**config.mk**
```make
export PLATFORM = sky130hd
export DESIGN_NAME = load_store_unit_flat
export DESIGN_NICKNAME = d
export VERILOG_FILES = /design/src/rtl/load_store_unit_if.sv /design/src/rtl/load_store_unit.sv /design/src/flat_wrapper.sv
export SDC_FILE = /design/constraint.sdc
export NUM_CORES = 1
export LEC_CHECK = 0
export ABC_AREA = 1
export CORE_ASPECT_RATIO = 0.6
export CORE_UTILIZATION = 43
export CTS_CLUSTER_SIZE = 30
export DETAILED_ROUTE_END_ITERATION = 16
export DONT_BUFFER_PORTS = 1
export HOLD_SLACK_MARGIN = 0.12
export PLACE_DENSITY = 0.57
export SLEW_MARGIN = 20
export SYNTH_ARGS = -nofsm -noshare
export SYNTH_HDL_FRONTEND = slang
export SYNTH_SLANG_ARGS = --single-unit
```
**constraint.sdc**
```tcl
create_clock -name clk -period 1.74 [get_ports clk]
set_input_delay 0.174 -clock clk [delete_from_list [all_inputs] [get_ports clk]]
set_output_delay 0.174 -clock clk [all_outputs]
set_load 0.02 [all_outputs]
```
**src/rtl/load_store_unit_if.sv**
```systemverilog
// Bundle of core request/response and data-memory signals for the load/store unit.
// The slave modport is the unit's view. The master modport is the core plus memory side.
interface load_store_unit_if;
    logic        req_valid;
    logic        req_ready;
    logic        req_store;
    logic [2:0]  req_funct3;
    logic [31:0] req_addr;
    logic [31:0] req_wdata;

    logic        resp_valid;
    logic        resp_ready;
    logic [31:0] resp_rdata;
    logic        resp_err;

    logic [31:0] mem_addr;
    logic [31:0] mem_wd;
    logic        mem_we;
    logic [31:0] mem_rd;

    modport slave (
        input  req_valid, req_store, req_funct3, req_addr, req_wdata, resp_ready, mem_rd,
        output req_ready, resp_valid, resp_rdata, resp_err, mem_addr, mem_wd, mem_we
    );

    modport master (
        output req_valid, req_store, req_funct3, req_addr, req_wdata, resp_ready, mem_rd,
        input  req_ready, resp_valid, resp_rdata, resp_err, mem_addr, mem_wd, mem_we
    );
endinterface

```
**src/rtl/load_store_unit.sv**
```systemverilog
// Load/store unit: turns byte/halfword/word core requests into word accesses on a
// single-port data memory. Sub-word stores use read-modify-write.
module load_store_unit #(
    parameter int unsigned MEM_WORDS = 1024
) (
    input logic             clk,
    input logic             rst,
    load_store_unit_if.slave bus
);
    typedef enum logic [2:0] {IDLE, LOAD, RMW_RD, WRITE, RESP} state_e;

    localparam logic [29:0] WORD_LIMIT = 30'(MEM_WORDS);

    state_e      state_q, state_d;
    logic        store_q, store_d;
    logic [2:0]  funct3_q, funct3_d;
    logic [31:0] addr_q, addr_d;
    logic [31:0] wdata_q, wdata_d;
    logic [31:0] merge_q, merge_d;
    logic [31:0] rdata_q, rdata_d;
    logic        err_q, err_d;

    logic        req_illegal, req_misaligned, req_out_of_range, req_err;
    logic [4:0]  byte_shift, half_shift;
    logic [31:0] rd_shifted;
    logic [7:0]  rd_byte;
    logic [15:0] rd_half;
    logic [31:0] load_data;
    logic [31:0] merged;

    // Checks are applied to the live request bus because they decide the state taken on accept.
    always_comb begin
        req_illegal = bus.req_store ? !(bus.req_funct3 inside {3'b000, 3'b001, 3'b010})
                                    : (bus.req_funct3 inside {3'b011, 3'b110, 3'b111});
        req_misaligned = ((bus.req_funct3[1:0] == 2'b01) && bus.req_addr[0])
                      || ((bus.req_funct3 == 3'b010) && (bus.req_addr[1:0] != 2'b00));
        req_out_of_range = bus.req_addr[31:2] >= WORD_LIMIT;
        req_err = req_illegal || req_misaligned || req_out_of_range;
    end

    always_comb begin
        byte_shift = {addr_q[1:0], 3'b000};
        half_shift = {addr_q[1], 4'b0000};
        rd_shifted = bus.mem_rd >> byte_shift;
        rd_byte    = rd_shifted[7:0];
        rd_half    = addr_q[1] ? bus.mem_rd[31:16] : bus.mem_rd[15:0];

        case (funct3_q)
            3'b000:  load_data = {{24{rd_byte[7]}}, rd_byte};
            3'b100:  load_data = {24'h0, rd_byte};
            3'b001:  load_data = {{16{rd_half[15]}}, rd_half};
            3'b101:  load_data = {16'h0, rd_half};
            default: load_data = bus.mem_rd;
        endcase

        if (funct3_q[1:0] == 2'b00) begin
            merged = (bus.mem_rd & ~(32'h0000_00FF << byte_shift))
                   | ({24'h0, wdata_q[7:0]} << byte_shift);
        end else begin
            merged = (bus.mem_rd & ~(32'h0000_FFFF << half_shift))
                   | ({16'h0, wdata_q[15:0]} << half_shift);
        end
    end

    // NOTE: every variable gets its hold value first so no path through the case infers a latch.
    always_comb begin
        state_d  = state_q;
        store_d  = store_q;
        funct3_d = funct3_q;
        addr_d   = addr_q;
        wdata_d  = wdata_q;
        merge_d  = merge_q;
        rdata_d  = rdata_q;
        err_d    = err_q;

        case (state_q)
            IDLE: begin
                if (bus.req_valid) begin
                    store_d  = bus.req_store;
                    funct3_d = bus.req_funct3;
                    addr_d   = bus.req_addr;
                    wdata_d  = bus.req_wdata;
                    rdata_d  = 32'h0;
                    err_d    = req_err;
                    if (req_err) begin
                        state_d = RESP;
                    end else if (!bus.req_store) begin
                        state_d = LOAD;
                    end else if (bus.req_funct3 == 3'b010) begin
                        merge_d = bus.req_wdata;
                        state_d = WRITE;
                    end else begin
                        state_d = RMW_RD;
                    end
                end
            end
            LOAD: begin
                rdata_d = load_data;
                state_d = RESP;
            end
            RMW_RD: begin
                merge_d = merged;
                state_d = WRITE;
            end
            WRITE: state_d = RESP;
            RESP: begin
                if (bus.resp_ready) state_d = IDLE;
            end
            default: state_d = IDLE;
        endcase
    end

    // Memory-facing outputs are gated by rst so a reset landing on WRITE can never commit.
    always_comb begin
        bus.req_ready  = (state_q == IDLE) && !rst;
        bus.resp_valid = (state_q == RESP) && !rst;
        bus.resp_rdata = rdata_q;
        bus.resp_err   = err_q;
        bus.mem_we     = (state_q == WRITE) && !rst;
        bus.mem_wd     = bus.mem_we ? merge_q : 32'h0;
        bus.mem_addr   = ((state_q inside {LOAD, RMW_RD, WRITE}) && !rst)
                       ? {2'b00, addr_q[31:2]} : 32'h0;
    end

    // NOTE: sequential state uses non-blocking assignments so all registers update together.
    always_ff @(posedge clk) begin
        if (rst) begin
            state_q  <= IDLE;
            store_q  <= 1'b0;
            funct3_q <= 3'b000;
            addr_q   <= 32'h0;
            wdata_q  <= 32'h0;
            merge_q  <= 32'h0;
            rdata_q  <= 32'h0;
            err_q    <= 1'b0;
        end else begin
            state_q  <= state_d;
            store_q  <= store_d;
            funct3_q <= funct3_d;
            addr_q   <= addr_d;
            wdata_q  <= wdata_d;
            merge_q  <= merge_d;
            rdata_q  <= rdata_d;
            err_q    <= err_d;
        end
    end
endmodule

```
**src/flat_wrapper.sv**
```systemverilog
// flat-port wrapper written by rule: the top's interface ports become plain ports
module load_store_unit_flat 
#(
    parameter int unsigned MEM_WORDS = 1024
)
  (clk, rst, bus_req_valid, bus_req_store, bus_req_funct3, bus_req_addr, bus_req_wdata, bus_resp_ready, bus_mem_rd, bus_req_ready, bus_resp_valid, bus_resp_rdata, bus_resp_err, bus_mem_addr, bus_mem_wd, bus_mem_we);
  load_store_unit_if bus_i ();
  input logic clk;
  input logic rst;
  input wire logic [$bits(bus_i.req_valid)-1:0] bus_req_valid;
  input wire logic [$bits(bus_i.req_store)-1:0] bus_req_store;
  input wire logic [$bits(bus_i.req_funct3)-1:0] bus_req_funct3;
  input wire logic [$bits(bus_i.req_addr)-1:0] bus_req_addr;
  input wire logic [$bits(bus_i.req_wdata)-1:0] bus_req_wdata;
  input wire logic [$bits(bus_i.resp_ready)-1:0] bus_resp_ready;
  input wire logic [$bits(bus_i.mem_rd)-1:0] bus_mem_rd;
  output wire logic [$bits(bus_i.req_ready)-1:0] bus_req_ready;
  output wire logic [$bits(bus_i.resp_valid)-1:0] bus_resp_valid;
  output wire logic [$bits(bus_i.resp_rdata)-1:0] bus_resp_rdata;
  output wire logic [$bits(bus_i.resp_err)-1:0] bus_resp_err;
  output wire logic [$bits(bus_i.mem_addr)-1:0] bus_mem_addr;
  output wire logic [$bits(bus_i.mem_wd)-1:0] bus_mem_wd;
  output wire logic [$bits(bus_i.mem_we)-1:0] bus_mem_we;
  assign bus_i.req_valid = bus_req_valid;
  assign bus_i.req_store = bus_req_store;
  assign bus_i.req_funct3 = bus_req_funct3;
  assign bus_i.req_addr = bus_req_addr;
  assign bus_i.req_wdata = bus_req_wdata;
  assign bus_i.resp_ready = bus_resp_ready;
  assign bus_i.mem_rd = bus_mem_rd;
  assign bus_req_ready = bus_i.req_ready;
  assign bus_resp_valid = bus_i.resp_valid;
  assign bus_resp_rdata = bus_i.resp_rdata;
  assign bus_resp_err = bus_i.resp_err;
  assign bus_mem_addr = bus_i.mem_addr;
  assign bus_mem_wd = bus_i.mem_wd;
  assign bus_mem_we = bus_i.mem_we;
  load_store_unit #(.MEM_WORDS(MEM_WORDS)) u_core (.clk(clk), .rst(rst), .bus(bus_i));
endmodule
```
==> results of run 1 <==
-- Yosys cell counts --
master	number	share of area, %
inv_2	6	0.33
o21ai_0	114	8.4
nor3_1	2	0.15
nand2_1	186	10
dfxtp_1	119	35
buf_4	3	0.33
o21ai_1	22	1.6
clkbuf_1	50	2.8
a21oi_2	10	1.3
and3_1	1	0.092
buf_8	1	0.22
buf_2	21	1.5
conb_1	1	0.055
nor2_8	1	0.29
o21a_1	1	0.11
inv_1	114	6.3
nor2_1	141	7.8
a22oi_1	1	0.11
nand3_1	57	4.2
a21oi_1	166	12
nor2_4	2	0.33
nand4_1	2	0.18
nor3_4	1	0.24
buf_1	2	0.11
o22a_1	1	0.13
nand2_2	4	0.37
clkinv_1	1	0.055
nand3_2	2	0.29
or2_2	11	1.0
nor2_2	6	0.55
or3_1	1	0.092
o211ai_1	26	2.9
or2_4	1	0.13
buf_6	3	0.50
a31oi_1	4	0.37
-- worst max-delay path, stage by stage, from the launching register on --
cell and delay (ns):
dfxtp_2 0.33, buf_6 0.10, inv_2 0.05, nor3_4 0.24, inv_4 0.12, buf_16 0.17, nor2_1 0.10, buf_4 0.15
-- flip-flops by register name, indices dropped and copies added, names as in the netlist --
| name | cells |
|---|---|
| u_core.merge_q | 32 |
| u_core.funct3_q | 3 |
| u_core.bus.resp_err | 1 |
| u_core.bus.resp_rdata | 32 |
| u_core.wdata_q | 16 |
| u_core.addr_q | 32 |
| u_core.state_q | 3 |
-- worst paths after layout --
| kind | endpoint | cells after the start |
|---|---|---|
| setup reg to reg | u_core.merge_q[10]$_SDFFE_PP0P_ | 11 |
| setup / recovery | bus_mem_wd[17] | 7 |
| hold reg to reg | u_core.addr_q[30]$_SDFFE_PP0P_ | 2 |
| hold / removal | u_core.bus.resp_rdata[15]$_SDFFE_PP0P_ | 4 |
-- stage by stage --
stage	instance area [um^2]	hold slack (ns)
after floorplan	6830	0.322
after global placement	7660	0.248
after detailed placement	7660	0.255
after CTS	9230	-0.189
after global routing	10100	0.122
final	10100	0.0781
-- metal layers --
layer	GRT usage (%)	wire [um]
met1	37.7	11400
met3	8.63	2420
met5	0	0
met2	42.3	10900
met4	7.27	270
-- power by group --
| part | switching (uW) | internal, uW | total [uW] | leakage [uW] |
|---|---|---|---|---|
| Clock | 1330 | 2430 | 3760 | 0.000300 |
| Combinational | 928 | 641 | 1570 | 0.00277 |
| Sequential | 85.8 | 2850 | 2930 | 0.000973 |
-- final cells by class --
cell class	count	area, um^2
Fill cell	1336	5320
Multi-Input combinational cell	766	4040
Sequential cell	119	2390
Timing Repair Buffer	216	2330
Inverter	121	462
Clock buffer	20	447
Tap cell	203	254
Clock inverter	12	176
Antenna cell	1	2.50
-- cells in the final DEF, fill, tap and decap left out, types with 25 or more instances in the layout --
cell	count
dfxtp_1	116
o211ai_1	26
dlygate4sd3_1	90
o21ai_1	36
nand3_1	36
nand2_1	175
a21oi_1	165
nor2_2	25
o21ai_0	100
buf_4	73
inv_1	111
nor2_1	103
buf_6	25
-- timing repair --
action                                  4_1_cts  5_1_grt
buffers inserted                              4        9
gates cloned                                  2       10
hold endpoints to repair                    112       34
pin swaps                                     2        8
endpoints found under the setup margin       62      135
gates resized for setup                      52      102
hold buffers                                 71       21
-- kinds of logic (layout without fill, tap and decap cells) --
kind of cell,after synthesis,count (layout),share of synthesized area [%]
AOI/OAI and AO/OA,345,345,27.0
buffers and inverters,201,369,12.1
DFF,119,119,34.9
other,1,3,0.0550
and+or+nand+nor,418,419,25.9
==> flow_summary.json, run 1 <==
{
  "cts_num_sinks": 119,
  "dp_cells": 1308,
  "power.ir.vdd_worst_uv": 514,
  "grt_max_degree": 61,
  "clock_tree.root_cell": "clkbuf_16",
  "postRouteAntennaNets": 0,
  "initial_antenna_violation_count": 1,
  "avgViaCountPerCell": 5.37,
  "worst_hold_path_type": "primary input to flip-flop",
  "flow.area_growth_from_synthesis_pct": 48.0,
  "setup_viol": 81,
  "critical_path_required_ns": 1.57,
  "failing_checks": "setup timing",
  "global_route.usage.total_pct": 27.7,
  "path_max_fanout": 16,
  "via_count": 7824,
  "hp-start": "bus_mem_rd[15]",
  "critical_path.endpoint_type": "output port",
  "ff2ff_setup_slack_ns": -0.06,
  "io_pins": 204,
  "first_global_vias": 6930,
  "number_of_instances_in_the_synthesized_netlist": 1084,
  "drc": 0,
  "clock_tree.htree_level_count": 4,
  "nNetsFinal": 1345,
  "global_route_wire_length_before_repair_mm": 35.6,
  "total_power_uw": 8260,
  "fin_tns_setup_ns": -4.67,
  "cts-buffers-inserted": 17,
  "finalCriticalPeriod_ns": 1.87,
  "achievable-frequency_ghz": 0.536,
  "yosys.cell_types.count": 35,
  "cp-startpoint": "u_core.state_q[1]$_SDFFE_PP0P_",
  "detail_route.wirelength_mm": 25.0,
  "drv_cap": 0,
  "port_bufs": 0,
  "yosysWarningCount": 0,
  "place.gp.congestion": 0.869,
  "effective_utilization_at_floorplan_pct": 44.3,
  "unrepaired_setup_endpoints_after_global_routing": "yes",
  "post-route-util_pct": 65.5,
  "worst_skew_pair.late_latency_ns": 0.42,
  "full_die_area_um2": 16400,
  "drt_first_pass_iters": 5,
  "synthesis.area_per_instance_um2": 6.29,
  "status": "finished, violations left",
  "floorplan.die.width_um": 165,
  "startpoint_type": "flip-flop",
  "global_route.overflow_total": 0,
  "power_per_cell_area_nw_per_um2": 818,
  "drv_slew": 0,
  "fin_crit_sh_pct": 107,
  "final.setup.worst_slack_ns": -0.126,
  "synth.yosys.seq_area_share_pct": 34.9,
  "setup.worst_path.class": "flip-flop to output port",
  "finalHoldViolCount": 0,
  "detailed_place_hpwl_mm": 15.5,
  "timing.rr.start": "u_core.state_q[0]$_SDFFE_PP0P_",
  "tritoncts": "yes",
  "first_iter_violations": 645,
  "num_rows": 35,
  "die_y_um": 99.6,
  "power_leakage_uw": 0.00404,
  "final_cell_count_no_fill": 1458,
  "cts.reportedPaths.clkPinSlew_ns": 0.06,
  "worstPathArrival_ns": 1.69,
  "ys_seq_elements": 119,
  "avgRoutedWirePerCell_um": 17.1,
  "finClkSkew_ns": 0.0134,
  "mappedNetlistArea_um2": 6820,
  "place_ws_ns": 0.0534,
  "bufs_on_longest_clock_path": 2,
  "core_area_um2": 15400,
  "drive_above_1_share_pct": 22.2
}
Note: power is estimated with default switching activity, not from simulation.
==> run 2, diff against run 1 <==
- REMOVE_ABC_BUFFERS: default -> 1
- TNS_END_PERCENT: default -> 20
==> flow_summary.json, run 2 (synthesis gave the netlist of run 1 again) <==
{
  "clock_tree.root_cell": "clkbuf_16",
  "min_delay_worst_endpoint": "u_core.state_q[0]$_SDFFE_PP0P_",
  "post-route-util_pct": 61.0,
  "nNetsFinal": 1314,
  "drc": 0,
  "core_area_um2": 15400,
  "via_count": 7459,
  "global_route.overflow_total": 0,
  "worst_skew_pair.late_latency_ns": 0.42,
  "port_bufs": 0,
  "setup.worst_path.class": "flip-flop to output port",
  "finalHoldViolCount": 34,
  "worst_hold_slack_ns": -0.180,
  "full_die_area_um2": 16400,
  "worst_r2r_path_depth": 10,
  "worst_path_max_delay_cell": "dfxtp_2",
  "timing.critical_path.mode_cell": "buf_6",
  "floorplan.die.width_um": 165,
  "finalCriticalPeriod_ns": 1.92,
  "achievable-frequency_ghz": 0.520,
  "path_max_fanout": 8,
  "timing.rr.start": "u_core.state_q[0]$_SDFFE_PP0P_",
  "drv_cap": 0,
  "fin_crit_sh_pct": 111,
  "max_stage_delay_ns": 0.34,
  "drive_above_1_share_pct": 19.5,
  "worstPathArrival_ns": 1.75,
  "postCtsHoldBufs": 85,
  "clock_tree.htree_level_count": 4,
  "bufs_on_longest_clock_path": 2,
  "cp_num_buf_inv": 5,
  "tritoncts": "yes",
  "effective_utilization_at_floorplan_pct": 44.3,
  "status": "finished, violations left",
  "worstPathCellList": "buf_6 > inv_6 > nor3_4 > inv_4 > buf_16 > nor2_4 > buf_6",
  "avgViaCountPerCell": 5.23,
  "relative_max_transition_margin_pct": 62.6,
  "total_power_uw": 7690,
  "detail_route.wirelength_mm": 22.5,
  "final.setup.worst_slack_ns": -0.185,
  "startpoint_type": "flip-flop",
  "final_cell_mix": "nand2_1 (180), a21oi_1 (165), dfxtp_1 (115)",
  "power_leakage_uw": 0.00377,
  "critical_path.endpoint_type": "output port",
  "setup_viol": 32,
  "cts-buffers-inserted": 17,
  "first_global_vias": 6844,
  "ff2ff_setup_slack_ns": 0.05,
  "global_route.usage.total_pct": 27.8,
  "finClkSkew_ns": 0.00846,
  "global_route_wire_length_before_repair_mm": 35.6,
  "power.ir.vdd_worst_uv": 501,
  "r2r-end": "u_core.merge_q[6]$_SDFFE_PP0P_",
  "critical_path_required_ns": 1.57,
  "num_rows": 35,
  "tightest_slew_ns": 0.561,
  "first_iter_violations": 504,
  "detailed_place_hpwl_mm": 14.8,
  "power_per_cell_area_nw_per_um2": 817,
  "drv_slew": 0,
  "io_pins": 204,
  "initial_antenna_violation_count": 0,
  "cts_num_sinks": 119,
  "antenna_cells_inserted": 0,
  "dpl-instance-area_um2": 7530,
  "die_y_um": 99.6,
  "avgRoutedWirePerCell_um": 15.7,
  "critPathTopFamily": "buffers and inverters",
  "most_frequent_standard_cell_in_the_layout_excluding_fill_and_tap_cells": "nand2_1",
  "unrepaired_setup_endpoints_after_global_routing": "yes",
  "worstHoldPathCells": 1,
  "worst_hold_path_type": "primary input to flip-flop",
  "flow.area_growth_from_synthesis_pct": 37.9,
  "hp-start": "rst",
  "grt_max_degree": 63,
  "failing_checks": "hold timing, setup timing",
  "post-route-cell-area_um2": 9400,
  "place.gp.congestion": 0.854,
  "postRouteAntennaNets": 0,
  "drt_first_pass_iters": 5,
  "cts.reportedPaths.clkPinSlew_ns": 0.06
}
==> run 2: cell type report <==
type	count	area (um^2)
inverters	121	468
flip-flops and latches	119	2390
clock inverters	14	125
fillers	1427	6010
multi-input cells	765	3860
clock buffers	18	439
repair buffers	186	1860
well taps	203	254
==> run 2: report_power, final <==
part | internal, uW | switching, uW | total [uW]
clock network | 2010 | 1390 | 3400
logic | 530 | 844 | 1370
registers | 2850 | 66.9 | 2920
==> run 2: worst max path at each step <==
stage | endpoint | slack (ns) | start | cells past startpoint
floorplan | u_core.merge_q[14]$_SDFFE_PP0P_ | -1.40 | u_core.state_q[2]$_SDFFE_PP0P_ | 7
global placement | bus_mem_wd[15] | 0.09 | u_core.state_q[2]$_SDFFE_PP0P_ | 7
detailed placement | u_core.bus.resp_rdata[29]$_SDFFE_PP0P_ | 0.08 | u_core.addr_q[1]$_SDFFE_PP0P_ | 8
CTS | bus_mem_wd[15] | -0.15 | u_core.state_q[1]$_SDFFE_PP0P_ | 7
global route | bus_mem_wd[15] | -0.24 | u_core.state_q[1]$_SDFFE_PP0P_ | 7
finish | bus_mem_wd[15] | -0.18 | u_core.state_q[1]$_SDFFE_PP0P_ | 7
==> run 2: metrics by stage <==
| step | worst slack, ns | std cells | setup TNS, ns |
|---|---|---|---|
| global placement | 0.0905 | 1303 | 0 |
| detailed placement | 0.0784 | 1303 | 0 |
| floorplan | -1.40 | 1005 | -94.84 |
| global route | -0.244 | 1426 | -7.68 |
| finish | -0.185 | 1426 | -4.66 |
| CTS | -0.154 | 1426 | -3.56 |
==> run 2: timing repair <==
item | 4_1_cts | 5_1_grt
hold endpoints to repair | 119 | 34
gates cloned | 3 | 0
buffers inserted | 3 | 0
pin swaps | 2 | 0
gates resized for setup | 87 | 31
setup endpoints to repair | 62 | 118
==> run 2: layer usage <==
metal / track usage, % / up-vias / wire, um
met5: 0 / - / 0
met4: 9.81 / 0 / 461
met3: 7.84 / 34 / 1820
met2: 41.5 / 266 / 9580
met1: 38.2 / 3373 / 10600
li1: - / 3786 / -
